<file path="src/rtl/mux2_arb_pkg.sv">
// rtl/mux2_arb_pkg.sv - shared types and defaults for the two-requester mux arbiter
package mux2_arb_pkg;

  localparam int DEFAULT_WIDTH = 4;

  typedef enum logic {
    IDLE = 1'b0,
    HOLD = 1'b1
  } arb_state_e;

  // Encoding matches the mux select: 1 routes data_a, 0 routes data_b.
  typedef enum logic {
    REQ_B = 1'b0,
    REQ_A = 1'b1
  } req_id_e;

endpackage

</file>
<file path="src/rtl/mux2.sv">
// rtl/mux2.sv - single-bit 2:1 mux cell, s = 1 selects a
module mux2 (
  input  logic a,
  input  logic b,
  input  logic s,
  output logic y
);

  assign y = s ? a : b;

endmodule

</file>
<file path="src/rtl/mux2_bus.sv">
// rtl/mux2_bus.sv - WIDTH-bit 2:1 mux built from bit-sliced mux2 cells
module mux2_bus #(
  parameter int WIDTH = 4
) (
  input  logic [WIDTH-1:0] data_a,
  input  logic [WIDTH-1:0] data_b,
  input  logic             sel,
  output logic [WIDTH-1:0] data_y
);

  for (genvar i = 0; i < WIDTH; i++) begin : g_bit
    mux2 u_mux2 (
      .a (data_a[i]),
      .b (data_b[i]),
      .s (sel),
      .y (data_y[i])
    );
  end

endmodule

</file>
<file path="src/rtl/mux2_rr_arbiter.sv">
// rtl/mux2_rr_arbiter.sv - round-robin arbiter sharing one mux datapath, valid/ready output
// MUX2_ARB_FIXED_PRIORITY_EN: when defined, ties always go to requester A.
module mux2_rr_arbiter
  import mux2_arb_pkg::*;
#(
  parameter int WIDTH = DEFAULT_WIDTH
) (
  input  logic             clk,
  input  logic             rst_n,
  input  logic             req_a,
  input  logic [WIDTH-1:0] data_a,
  output logic             gnt_a,
  input  logic             req_b,
  input  logic [WIDTH-1:0] data_b,
  output logic             gnt_b,
  output logic             select,
  output logic [WIDTH-1:0] out_data,
  output logic             out_valid,
  input  logic             out_ready
);

  arb_state_e       state_q, state_d;
  req_id_e          select_q, select_d;
  req_id_e          last_q, last_d;
  logic [WIDTH-1:0] out_data_q, out_data_d;

  req_id_e          tie_winner;
  req_id_e          winner;
  logic             slot_free;
  logic             grant;
  logic [WIDTH-1:0] bus_y;

`ifdef MUX2_ARB_FIXED_PRIORITY_EN
  assign tie_winner = REQ_A;
`else
  assign tie_winner = (last_q == REQ_A) ? REQ_B : REQ_A;
`endif

  assign winner    = (req_a && req_b) ? tie_winner : (req_a ? REQ_A : REQ_B);
  // A held word frees its slot in the same cycle it is accepted downstream.
  assign slot_free = (state_q == IDLE) || out_ready;
  assign grant     = rst_n && slot_free && (req_a || req_b);
  assign select_d  = grant ? winner : select_q;

  mux2_bus #(
    .WIDTH (WIDTH)
  ) u_mux2_bus (
    .data_a (data_a),
    .data_b (data_b),
    .sel    (select_d),
    .data_y (bus_y)
  );

  always_comb begin
    state_d    = state_q;
    last_d     = last_q;
    out_data_d = out_data_q;
    gnt_a      = 1'b0;
    gnt_b      = 1'b0;
    if (grant) begin
      gnt_a      = (winner == REQ_A);
      gnt_b      = (winner == REQ_B);
      last_d     = winner;
      out_data_d = bus_y;
      state_d    = HOLD;
    end else if (state_q == HOLD && out_ready) begin
      state_d = IDLE;
    end
  end

  always_ff @(posedge clk) begin
    if (!rst_n) begin
      state_q    <= IDLE;
      select_q   <= REQ_B;
      last_q     <= REQ_B;
      out_data_q <= '0;
    end else begin
      state_q    <= state_d;
      select_q   <= select_d;
      last_q     <= last_d;
      out_data_q <= out_data_d;
    end
  end

  assign select    = select_q;
  assign out_data  = out_data_q;
  assign out_valid = (state_q == HOLD);

endmodule

</file>
<file path="config.mk">
export PLATFORM = sky130hd
export DESIGN_NAME = mux2_rr_arbiter
export DESIGN_NICKNAME = d
export VERILOG_FILES = /design/src/rtl/mux2_arb_pkg.sv /design/src/rtl/mux2.sv /design/src/rtl/mux2_bus.sv /design/src/rtl/mux2_rr_arbiter.sv
export SDC_FILE = /design/constraint.sdc
export NUM_CORES = 1
export LEC_CHECK = 0
export BUFFER_PORTS_ARGS = -buffer_cell sky130_fd_sc_hd__buf_2
export CAP_MARGIN = 10
export CORE_AREA = 4 4 41 43
export DETAILED_ROUTE_END_ITERATION = 16
export DIE_AREA = 0 0 45 47
export GPL_ROUTABILITY_DRIVEN = 0
export REMOVE_ABC_BUFFERS = 1
export SETUP_SLACK_MARGIN = 0.05
export SLEW_MARGIN = 5
export SYNTH_ARGS = -nofsm -noshare
export SYNTH_HDL_FRONTEND = slang
export SYNTH_SLANG_ARGS = --single-unit
</file>
<file path="constraint.sdc">
create_clock -name clk -period 0.88 [get_ports clk]
set_input_delay 0.132 -clock clk [delete_from_list [all_inputs] [get_ports clk]]
set_output_delay 0.132 -clock clk [all_outputs]
set_load 0.02 [all_outputs]
</file>
# Word-level counts from Yosys, hierarchy flattened
# Index checks and enable logic that the tools add are counted.
# word_totals
output_inout_bits	8
reg_bits	7
input_bits	13
# op_classes
mux	12
n_reduce_logical	7
bitwise_logic	2
# op_table
op	n
$mux W1	12
$logic_and A1 B1 Y1	4
$logic_or A1 B1 Y1	2
$not A1 Y1	2
$reduce_bool A2 Y1	1

# Depth between registers and ports, before layout
# Gate-level depths: netlist of run 1.
# depth
word_depth	6
mapped_depth	3
ltp_nobuf	3

# Modules after synthesis
# Synthesis of run 1 repeated with hierarchy kept, for this count alone.
# hier_totals
cells_unflattened	34
area_unflattened_um2	375.4
# modules_own_cells
module	area_per_inst_um2	instances	cells_each
mux2_rr_arbiter	315.3	1	30
mux2	15.0	4	1

# Worst setup path before layout of run 1
# No wires, ideal clock.
# synth_path
path_type	flip-flop to output port
from	reg state_q (netlist: out_valid)
to	out gnt_b
t_arrival_ps	965
required_ps	748
path_buffers	0
path_slack_ps	-217
stages_incl_launch_ff	4
path_cell_list	dfxtp_1 -> nand2b_1 -> nand3b_1 -> nor2_1
# synth_between
elab_chain_len	5
# synth_lines
item	line_no	source
start, declared	mux2_rr_arbiter.sv:22	arb_state_e state_q, state_d;
start signal, assigned	mux2_rr_arbiter.sv:78	state_q <= state_d;
$not A1 Y1	mux2_rr_arbiter.sv:41	assign slot_free = (state_q == IDLE) || out_ready;
$logic_or A1 B1 Y1	mux2_rr_arbiter.sv:41	
$logic_and A1 B1 Y1 (2 in series)	mux2_rr_arbiter.sv:42	assign grant = rst_n && slot_free && (req_a || req_b);
$mux W1	mux2_rr_arbiter.sv:60	if (grant) begin
end, declared	mux2_rr_arbiter.sv:15	output logic gnt_b,
# No other way between the ends.

==> impl_metrics.env, run 1 <==
export IMPL_fin_tns_setup_ns=-1.50
export IMPL_ys_seq_area_frac=0.427
export IMPL_p_sw_w=0.000236
export IMPL_synth_top_family_by_area="compound AO/OA/AOI/OAI gates"
export IMPL_layout_cells_non_filler=76
export IMPL_fp_dieArea_um2=2120
export IMPL_grt_use_met1=0.0913
export IMPL_required_ns=0.75
export IMPL_syn_area_um2=282
export IMPL_io_buffers=20
export IMPL_ys_flop_type="dfxtp_1"
export IMPL_cp_cell_sequence="a21boi_4 > and3_4 > buf_6"
export IMPL_violations="negative setup slack"
export IMPL_cts_tree="done"
export IMPL_vias_per_cell=4.26
export IMPL_critPathCaptureType="primary output"
export IMPL_pwr_share_comb=0.330
export IMPL_synth_most_common_cell="dfxtp_1"
export IMPL_final_util=0.468
export IMPL_num_vias=324
export IMPL_power_density_nw_per_um2=1410
export IMPL_area_growth_synth_to_final_pct=116
export IMPL_synth_area_per_cell_um2=10.4
export IMPL_crit_path_start_kind="flip-flop"
export IMPL_slowest_stage="dfxtp_2"
export IMPL_htreeDepth=1
export IMPL_hpwl_um=570
export IMPL_yosys_warnings=0
export IMPL_syn_inst=27
export IMPL_synth_edff_count=0
export IMPL_cts_sinks=6
export IMPL_design_core_area_um2=1300
export IMPL_power_frac_clock=0.299
export IMPL_grt_pass1_wl_mm=1.16
export IMPL_post_route_period_util=1.32
export IMPL_met2_usage=0.127
export IMPL_grt_usage=0.0815
export IMPL_use_met3=0.0115
export IMPL_crit_family="flip-flops"
export IMPL_seq_area_um2=130
export IMPL_finalSetupViolations=8
export IMPL_ys_async_sr_fraction=0
export IMPL_rows=13
export IMPL_grt_overflow=0
export IMPL_crit_buf_inv=1
export IMPL_slew_headroom=0.881
export IMPL_vdd_ir_drop_max_uv=605
export IMPL_start_util=0.216
export IMPL_hold_violations=0
export IMPL_die_x_um=45
export IMPL_tightest_slew_ns=0.177
export IMPL_drt_wl_total_um=829
export IMPL_synthAdderAreaFrac=0
export IMPL_p_leak_nw=0.293
export IMPL_io_pins=21
export IMPL_drtPass1Iterations=3
export IMPL_fp_dieH_um=47
export IMPL_min_path_type="in -> reg"
export IMPL_total_power_w=0.000859
export IMPL_max_freq_mhz=861
export IMPL_multi_input_area_um2=183
export IMPL_antenna_found_initial=0
export IMPL_synth_simple_area_share=0.151
export IMPL_clkLatencyLatePin_ns=0.24
export IMPL_netlist_top_cells_area="dfxtp_1 43%, mux2i_1 14%, o2bb2ai_1 12%, a21boi_4 6.7%, nor2_1 4.0%"
export IMPL_ant_nets=0
export IMPL_arrival_ns=1.03
export IMPL_antenna_cells=0
export IMPL_finalClockSkew_ns=0.00466
export IMPL_synth_compound_area_frac=0.280
export IMPL_grt_max_degree=6
export IMPL_rsz0062_at_grt="yes"
export IMPL_synth_top_area_cell="dfxtp_1"
export IMPL_cap_violations=0
export IMPL_worst_hold_slack_ns=0.162
export IMPL_max_stage_delay_ns=0.33
export IMPL_synth_top_area_frac=0.427
export IMPL_synth_xor_area_share=0
export IMPL_clkSlewWorstSetupHoldPaths_ns=0.05
export IMPL_fin_ws_ns=-0.281
export IMPL_grt_busiest_layer="met2"
export IMPL_grt_pass1_vias=307
export IMPL_placed_cells=68
export IMPL_wl_per_cell_um=10.9
export IMPL_crit_type="reg -> out"
export IMPL_drc_errors=0
export IMPL_cts_buffers=3
export IMPL_cts_root_buf="clkbuf_4"
export IMPL_synth_area_mux_share=0.142
export IMPL_drt_iter0_markers=1
export IMPL_status="finished, violations left"
export IMPL_swShare=0.274
export IMPL_cp_max_fo=3
export IMPL_fin_nets=76
export IMPL_slew_viol_final=0
export IMPL_yosysUniqueCellTypes=14
export IMPL_ys_seq_elements=6
export IMPL_synth_common_cells="6 x dfxtp_1, 4 x mux2i_1, 4 x o2bb2ai_1, 3 x nor2_1"
export IMPL_final_layout_size_suffix_gt1_frac=0.738
export IMPL_n_fill_cell=138
export IMPL_p_seq_frac=0.371
export IMPL_cts_buffer_depth=2
export IMPL_p_int_w=0.000624
export IMPL_fin_crit_ns=1.16
## path summary, 6_finish.rpt
kind,from,to,slack [ns],depth (start not counted)
max,flip-flop,gnt_a,-0.28,3
min,data_b[0],out_data[0],0.16,3
max reg2reg,flip-flop,out_data[3],-0.25,6
min reg2reg,out_data[3],out_data[3],0.46,1
## area by class of cell
cell class	instances	share of cell area
clock buffer	3	0.0370
multi-input combinational	21	0.300
sequential	6	0.214
tap	15	0.0308
timing repair buffer	31	0.419
## logic make-up (layout without fill, tap and decap cells)
group / count (synthesis) / after routing
DFF: 6 / 6
AOI/OAI and AO/OA: 9 / 9
and+or+nand+nor: 8 / 8
muxes: 4 / 4
buffers and inverters: 0 / 34
## metrics by stage
step                      area [µm²]  setup WS [ns]
final                            609         -0.281
after floorplan                  282         -0.217
after global routing             609         -0.327
after detailed placement         445         -0.150
after CTS                        599         -0.312
after global placement           445         -0.127
## power by group through the flow
stage / Combinational (W) / Sequential, W / Clock [W]
after floorplan: 0.0000680 / 0.000345 / 0
after global placement: 0.000195 / 0.000314 / 0
after detailed placement: 0.000195 / 0.000314 / 0
after CTS: 0.000279 / 0.000321 / 0.000272
after global routing: 0.000303 / 0.000321 / 0.000280
final: 0.000284 / 0.000318 / 0.000257
## routing by layer
layer  wire length (µm)  part of all wire
met5                  0                 0
met4                  0                 0
met3                 55             0.066
met2                435              0.52
met1                338              0.41
## worst min-delay path: stages
cell and delay (ns):
buf_2 0.07, mux2i_1 0.05, o2bb2ai_1 0.11
## cells in the final DEF, fill, tap and decap left out
| cell type | count |
|---|---|
| o21a_1 | 1 |
| nor2_1 | 2 |
| nand2b_4 | 1 |
| buf_4 | 5 |
| o21ai_1 | 1 |
| o2bb2ai_1 | 4 |
| a21oi_1 | 1 |
| buf_2 | 12 |
| nor2_2 | 1 |
| and3_4 | 1 |
| clkbuf_4 | 3 |
| a21boi_0 | 1 |
| dfxtp_2 | 5 |
| mux2i_1 | 4 |
| dfxtp_4 | 1 |
| a21boi_4 | 1 |
| nand3b_1 | 1 |
| nor2b_4 | 1 |
| buf_6 | 14 |
| nand2_1 | 1 |
## what timing repair did
| action | 4_1_cts | 5_1_grt |
|---|---|---|
| hold buffers | 0 | 0 |
| endpoints found under the setup margin | 13 | 14 |
| buffers inserted | 6 | 1 |
| pin swaps | 8 | 3 |
| resized for setup | 32 | 4 |
(Power assumes the default switching activity.)
==> run 2, diff against run 1 <==
--- a/config.mk
+++ b/config.mk
@@ -11,9 +11,11 @@
 export DETAILED_ROUTE_END_ITERATION = 16
 export DIE_AREA = 0 0 45 47
 export GPL_ROUTABILITY_DRIVEN = 0
+export HOLD_SLACK_MARGIN = 0.03
 export REMOVE_ABC_BUFFERS = 1
 export SETUP_SLACK_MARGIN = 0.05
 export SLEW_MARGIN = 5
 export SYNTH_ARGS = -nofsm -noshare
 export SYNTH_HDL_FRONTEND = slang
+export SYNTH_HIERARCHICAL = 1
 export SYNTH_SLANG_ARGS = --single-unit
==> run 2 against run 1 <==
Compared with the run above: the run still ends with negative setup slack left; first-iteration DRC count rose to 4.0 times the previous value; via count rose by 4.3%; fmax fell by 12%; sequential share of layout area rose by 2.4 points; final cell count rose by 2.6%; sequential power rose by 21%; combinational power rose by 18%; flip-flop and latch count rose by 1; global-route usage rose by 1.1 points; register-to-register slack got worse by 0.18 ns; critical endpoint is now out_data[0]; largest power group unchanged; highest routed layer unchanged.
==> impl_metrics.env, run 2 <==
export IMPL_hold_violations=0
export IMPL_slew_headroom=0.919
export IMPL_htreeDepth=1
export IMPL_syn_inst=34
export IMPL_clkLatencyLatePin_ns=0.24
export IMPL_max_freq_mhz=761
export IMPL_synth_area_per_cell_um2=11.0
export IMPL_grt_max_degree=8
export IMPL_min_path_cells=2
export IMPL_min_from="rst_n"
export IMPL_rrSetupSlack_ns=-0.43
export IMPL_synth_common_cells="7 x dfxtp_1, 4 x inv_1, 4 x mux2_4, 4 x mux2i_1, 4 x nand2_1"
export IMPL_io_buffers=20
export IMPL_violations="negative setup slack"
export IMPL_grt_pass1_vias=359
export IMPL_fin_crit_ns=1.31
export IMPL_drc_errors=0
export IMPL_ys_seq_area_frac=0.373
export IMPL_fin_ws_ns=-0.435
export IMPL_rows=13
export IMPL_final_layout_size_suffix_gt1_frac=0.762
export IMPL_cts_sinks=7
export IMPL_yosysUniqueCellTypes=14
export IMPL_wl_per_cell_um=10.8
export IMPL_vdd_ir_drop_max_uv=660
export IMPL_worst_hold_slack_ns=0.192
export IMPL_syn_area_um2=375
export IMPL_grt_usage=0.0926
export IMPL_cp_max_fo=4
export IMPL_synth_edff_count=0
export IMPL_fp_dieH_um=47
export IMPL_io_pins=21
export IMPL_ys_flop_type="dfxtp_1"
export IMPL_synth_top_area_cell="dfxtp_1"
export IMPL_largest_reg_flops=4
export IMPL_cp_cell_sequence="nand2b_4 > and3_4 > a21o_4 > mux2_4 > inv_2 > mux2i_1"
export IMPL_cts_buffer_depth=2
export IMPL_crit_type="reg -> reg"
export IMPL_design_core_area_um2=1300
export IMPL_num_vias=338
export IMPL_netlist_top_cells_area="dfxtp_1 37%, mux2_4 16%, mux2i_1 11%, nand3b_4 5.3%, a31o_1 4.7%"
export IMPL_vias_per_cell=4.33
export IMPL_antenna_found_initial=0
export IMPL_slowest_stage="dfxtp_2"
export IMPL_ctsHoldBuffers=0
export IMPL_die_x_um=45
export IMPL_synth_most_common_cell="dfxtp_1"
export IMPL_r2r_end="out_data[0]"
export IMPL_drt_iter0_markers=4
export IMPL_arrival_ns=1.44
export IMPL_area_growth_synth_to_final_pct=65.7
export IMPL_critPathCaptureType="flip-flop"
export IMPL_tightest_slew_ns=0.118
export IMPL_layout_cells_non_filler=78
export IMPL_cap_violations=0
export IMPL_yosys_warnings=6
export IMPL_power_density_nw_per_um2=1610
export IMPL_drtPass1Iterations=2
export IMPL_drt_wl_total_um=846
export IMPL_crit_path_start_kind="flip-flop"
export IMPL_clkSlewWorstSetupHoldPaths_ns=0.05
export IMPL_cts_tree="done"
export IMPL_max_stage_delay_ns=0.35
export IMPL_reg2reg_depth=6
export IMPL_p_leak_nw=0.331
export IMPL_ys_async_sr_fraction=0
export IMPL_start_util=0.288
export IMPL_slew_viol_final=0
export IMPL_finalClockSkew_ns=0.00515
export IMPL_synth_top_area_frac=0.373
export IMPL_final_common_cell="buf_2"
export IMPL_fp_dieArea_um2=2120
export IMPL_final_cell_mix="12 x buf_2, 8 x buf_6, 6 x dfxtp_2, 6 x buf_4"
export IMPL_grt_pass1_wl_mm=1.39
export IMPL_min_path_type="in -> reg"
export IMPL_antenna_cells=0
export IMPL_ant_nets=0
export IMPL_grt_overflow=0
export IMPL_n_fill_cell=127
export IMPL_finalSetupViolations=9
export IMPL_cts_root_buf="clkbuf_4"
export IMPL_cts_buffers=3
export IMPL_crit_start="out_valid"
export IMPL_r2r_start="out_valid"
export IMPL_status="finished, violations left"
export IMPL_ys_seq_elements=7
export IMPL_placed_cells=72
export IMPL_post_route_period_util=1.49
export IMPL_required_ns=1.01
export IMPL_rsz0062_at_grt="yes"
export IMPL_fin_nets=77
export IMPL_hold_end="out_valid"
-- run 2: changes by cell type in the layout (fill, tap and decap cells not counted), sizes merged, moves of 2 or more --
cell	before	now
a31o	0	2
mux2	0	4
inv	0	4
nand2	1	4
buf	31	26
o2bb2ai	4	0
-- run 2: cells by family (layout without fill, tap and decap cells) --
group | count (synthesis) | after routing | share of synthesized area
buffers and inverters | 5 | 34 | 0.0600
AND/OR/NAND/NOR | 9 | 9 | 0.180
multiplexers | 8 | 8 | 0.267
AO/OA/AOI/OAI | 5 | 5 | 0.120
flip-flops | 7 | 7 | 0.373
-- run 2: repair_timing --
item,in CTS,in global routing
resized for setup,25,2
hold endpoints to repair,0,0
setup buffers,1,1
endpoints found under the setup margin,14,14
pin swaps,2,2
-- run 2: worst max path at each step --
stage	endpoint	slack, ns
6_report	out_data[0]	-0.43
5_1_grt	out_data[2]	-0.48
4_1_cts	out_data[0]	-0.43
3_5_place_dp	out_data[1]	-0.50
3_3_place_gp	out_data[2]	-0.48
2_1_floorplan	out_data[0]	-0.63
-- run 2: power breakdown --
group	internal, W	leakage [nW]	switching, W
Clock	0.000173	0.0150	0.000112
Sequential	0.000359	0.0599	0.0000259
Combinational	0.000196	0.256	0.000138
Total	0.000728	0.331	0.000277
-- run 2: worst max-delay path, delay by kind of cell, from the launching register on --
kind	cells	cell delay (ns)
buf+inv	1	0.04
simple gates	2	0.25
mux	2	0.35
flops	1	0.35
compound gates	1	0.21
-- run 2: metrics by stage --
step	setup TNS, ns	util	area [µm²]	setup slack, ns	power [W]
after global placement	-2.47	0.397	517	-0.480	0.000641
after floorplan	-3.09	-	368	-0.633	0.000542
after global routing	-3.20	0.478	622	-0.482	0.00106
after CTS	-2.81	0.470	612	-0.428	0.00101
after detailed placement	-2.59	0.397	517	-0.503	0.000644
final	-2.81	0.478	622	-0.435	0.00100
-- run 2: layout make-up --
| class | instances | area, µm² | area share |
|---|---|---|---|
| multi-input cells | 22 | 219 | 0.352 |
| repair buffers | 26 | 195 | 0.314 |
| flip-flops and latches | 7 | 148 | 0.237 |
| clock buffers | 4 | 26.3 | 0.0423 |
| well taps | 15 | 18.8 | 0.0302 |
| inverters | 4 | 15.0 | 0.0241 |
-- run 2: routing by layer --
metal  part of all wire  global-route usage
met5                  0                   0
met4                  0              0.0351
met3               0.14              0.0575
met2               0.45               0.155
met1               0.41              0.0938
==> run 3, diff against run 2 <==
--- a/config.mk
+++ b/config.mk
@@ -5,6 +5,7 @@
 export SDC_FILE = /design/constraint.sdc
 export NUM_CORES = 1
 export LEC_CHECK = 0
+export ABC_AREA = 1
 export BUFFER_PORTS_ARGS = -buffer_cell sky130_fd_sc_hd__buf_2
 export CAP_MARGIN = 10
 export CORE_AREA = 4 4 41 43
==> run 3 against run 2 <==
Compared with the run above: the run still ends with negative setup slack left; final cell count grew 35%; core utilization rose by 6.3 points; power up 2.3%; combinational power grew 4%; global-route usage grew 3.1 points.
==> impl_metrics.env, run 3 <==
export IMPL_syn_inst=53
export IMPL_drt_wl_total_mm=1.18
export IMPL_rsz0062_at_grt="yes"
export IMPL_placed_area_um2=515
export IMPL_finalClockSkew_ns=0.000642
export IMPL_max_freq_mhz=795
export IMPL_slew_viol_final=0
export IMPL_num_vias=470
export IMPL_synthAdderAreaFrac=0
export IMPL_hold_violations=0
export IMPL_grt_max_degree=9
export IMPL_clkSlewWorstSetupHoldPaths_ns=0.05
export IMPL_grt_overflow=0
export IMPL_netlist_top_cells_area="dfxtp_1 41%, nand2_1 23%, nand3_1 15%, inv_1 8.7%, a21oi_4 4.7%"
export IMPL_finalSetupViolations=10
export IMPL_crit_path_start_kind="flip-flop"
export IMPL_start_util=0.264
export IMPL_ys_async_sr_fraction=0
export IMPL_n_fill_cell=133
export IMPL_vdd_ir_drop_max_uv=608
export IMPL_final_area_um2=704
export IMPL_largest_reg_flops=4
export IMPL_cp_depth=5
export IMPL_htreeDepth=1
export IMPL_cts_root_buf="clkbuf_4"
export IMPL_p_sw_w=0.000322
export IMPL_final_cell_mix="18 x nand2_1, 12 x buf_2, 11 x buf_4"
export IMPL_wl_per_cell_um=11.2
export IMPL_cts_buffer_depth=2
export IMPL_crit_family="flip-flops"
export IMPL_cts_buffers=3
export IMPL_design_core_area_um2=1300
export IMPL_grt_pass1_vias=444
export IMPL_io_pins=21
export IMPL_drc_errors=0
export IMPL_min_path_type="in -> reg"
export IMPL_synth_edff_count=0
export IMPL_fin_nets=104
export IMPL_swShare=0.313
export IMPL_fin_crit_ns=1.26
export IMPL_rows=13
export IMPL_synth_area_per_cell_um2=6.49
export IMPL_synth_top_family_by_area="simple AND/OR/NAND/NOR gates"
export IMPL_clkLatencyLatePin_ns=0.25
export IMPL_min_path_cells=5
export IMPL_area_growth_synth_to_final_pct=105
export IMPL_cp_max_fo=3
export IMPL_crit_buf_inv=2
export IMPL_post_route_period_util=1.43
export IMPL_synth_most_common_cell="nand2_1"
export IMPL_syn_area_um2=344
export IMPL_synth_simple_area_share=0.404
export IMPL_die_x_um=45
export IMPL_grt_pass1_wl_mm=1.83
export IMPL_cap_violations=0
export IMPL_max_stage_delay_ns=0.35
export IMPL_antenna_cells=0
export IMPL_seq_area_um2=151
export IMPL_cts_sinks=7
export IMPL_drtPass1Iterations=4
export IMPL_violations="negative setup slack"
export IMPL_yosysUniqueCellTypes=9
export IMPL_fp_dieH_um=47
export IMPL_multi_input_area_um2=219
export IMPL_fin_ws_ns=-0.378
export IMPL_synth_area_mux_share=0
export IMPL_tightest_slew_ns=0.147
export IMPL_power_frac_clock=0.290
export IMPL_synth_compound_area_frac=0.0909
export IMPL_final_common_cell="nand2_1"
export IMPL_io_buffers=20
export IMPL_required_ns=0.75
export IMPL_grt_usage=0.124
export IMPL_hpwl_um=739
export IMPL_p_int_w=0.000706
export IMPL_ys_seq_elements=7
export IMPL_slew_headroom=0.902
export IMPL_vias_per_cell=4.48
export IMPL_synth_top_area_frac=0.407
export IMPL_yosys_warnings=6
export IMPL_antenna_found_initial=0
export IMPL_cp_cell_sequence="nand2_2 > nand3_2 > buf_6 > nor2_2 > buf_4"
export IMPL_pwr_share_comb=0.339
export IMPL_slowest_stage="dfxtp_4"
export IMPL_final_layout_size_suffix_gt1_frac=0.622
export IMPL_synth_top_area_cell="dfxtp_1"
export IMPL_synth_xor_area_share=0
export IMPL_critPathCaptureType="primary output"
export IMPL_final_util=0.541
export IMPL_ys_seq_area_frac=0.407
export IMPL_ant_nets=0
export IMPL_reg2reg_depth=9
export IMPL_status="finished, violations left"
export IMPL_crit_type="reg -> out"
export IMPL_p_leak_nw=0.386
export IMPL_synth_common_cells="21 x nand2_1, 10 x nand3_1, 8 x inv_1, 7 x dfxtp_1, 3 x a21oi_1"
export IMPL_ctsHoldBuffers=0
export IMPL_ys_flop_type="dfxtp_1"
export IMPL_p_seq_frac=0.371
export IMPL_power_density_nw_per_um2=1460
export IMPL_drt_iter0_markers=9
export IMPL_cts_tree="done"
export IMPL_fp_dieArea_um2=2120
export IMPL_arrival_ns=1.13
==> run 3: changes by cell type after synthesis, moves of 2 or more <==
cell     change
mux2_4       -4
a21oi_1      +3
nand2_1     +17
a31o_1       -2
nand3_1     +10
mux2i_1      -4
inv_1        +4
==> run 3: worst paths after layout <==
path / start / to / slack [ns]
setup / recovery: out_valid / gnt_b / -0.38
hold / removal: data_a[3] / out_data[3] / 0.21
setup reg to reg: last_q / out_data[0] / -0.33
hold reg to reg: out_data[2] / out_data[2] / 0.47
==> run 3: logic make-up (layout without fill, tap and decap cells) <==
group / Yosys count / after routing
simple gates: 33 / 33
buf+inv: 9 / 46
flops: 7 / 7
compound gates: 4 / 4
==> run 3: layout make-up <==
class,instances,share of cell area
Timing Repair Buffer,33,0.362
Multi-Input combinational cell,37,0.311
Sequential cell,7,0.215
Inverter,9,0.0480
Clock buffer,4,0.0373
Tap cell,15,0.0266
==> run 3: timing repair <==
| action | in CTS | in global routing |
|---|---|---|
| hold endpoints to repair | 0 | 0 |
| gates resized for setup | 34 | 5 |
| pin swaps | 8 | 1 |
| setup endpoints to repair | 15 | 15 |
| buffers inserted | 5 | 1 |
==> run 3: stage by stage <==
| step | worst slack [ns] | hold slack (ns) | cells | power (W) | TNS (ns) |
|---|---|---|---|---|---|
| global route | -0.441 | 0.233 | 105 | 0.00109 | -2.89 |
| global placement | -0.326 | 0.452 | 95 | 0.000612 | -1.62 |
| floorplan | -0.538 | 0.266 | 53 | 0.000505 | -2.93 |
| CTS | -0.335 | 0.203 | 104 | 0.00101 | -1.97 |
| finish | -0.378 | 0.206 | 105 | 0.00103 | -2.31 |
| detailed placement | -0.364 | 0.455 | 95 | 0.000613 | -1.80 |
==> run 3: layer usage <==
layer,up-vias,track usage,routed length [µm]
li1,239,-,-
met1,206,0.141,488
met2,21,0.198,538
met3,4,0.0268,110
met4,0,0.105,37
met5,-,0,0
==> run 3: worst reg2reg max path, delay by kind of cell (launching register included) <==
family / cells / cell delay [ns]
AO/OA/AOI/OAI: 1 / 0.18
AND/OR/NAND/NOR: 6 / 0.40
buffers and inverters: 2 / 0.20
flip-flops: 1 / 0.33
==> run 3: power groups by stage <==
stage	Clock [W]	Combinational, W	Sequential, W
after CTS	0.000303	0.000323	0.000380
after detailed placement	0	0.000240	0.000373
after global placement	0	0.000239	0.000373
after floorplan	0	0.0000983	0.000407
final	0.000298	0.000348	0.000382
after global routing	0.000326	0.000376	0.000386
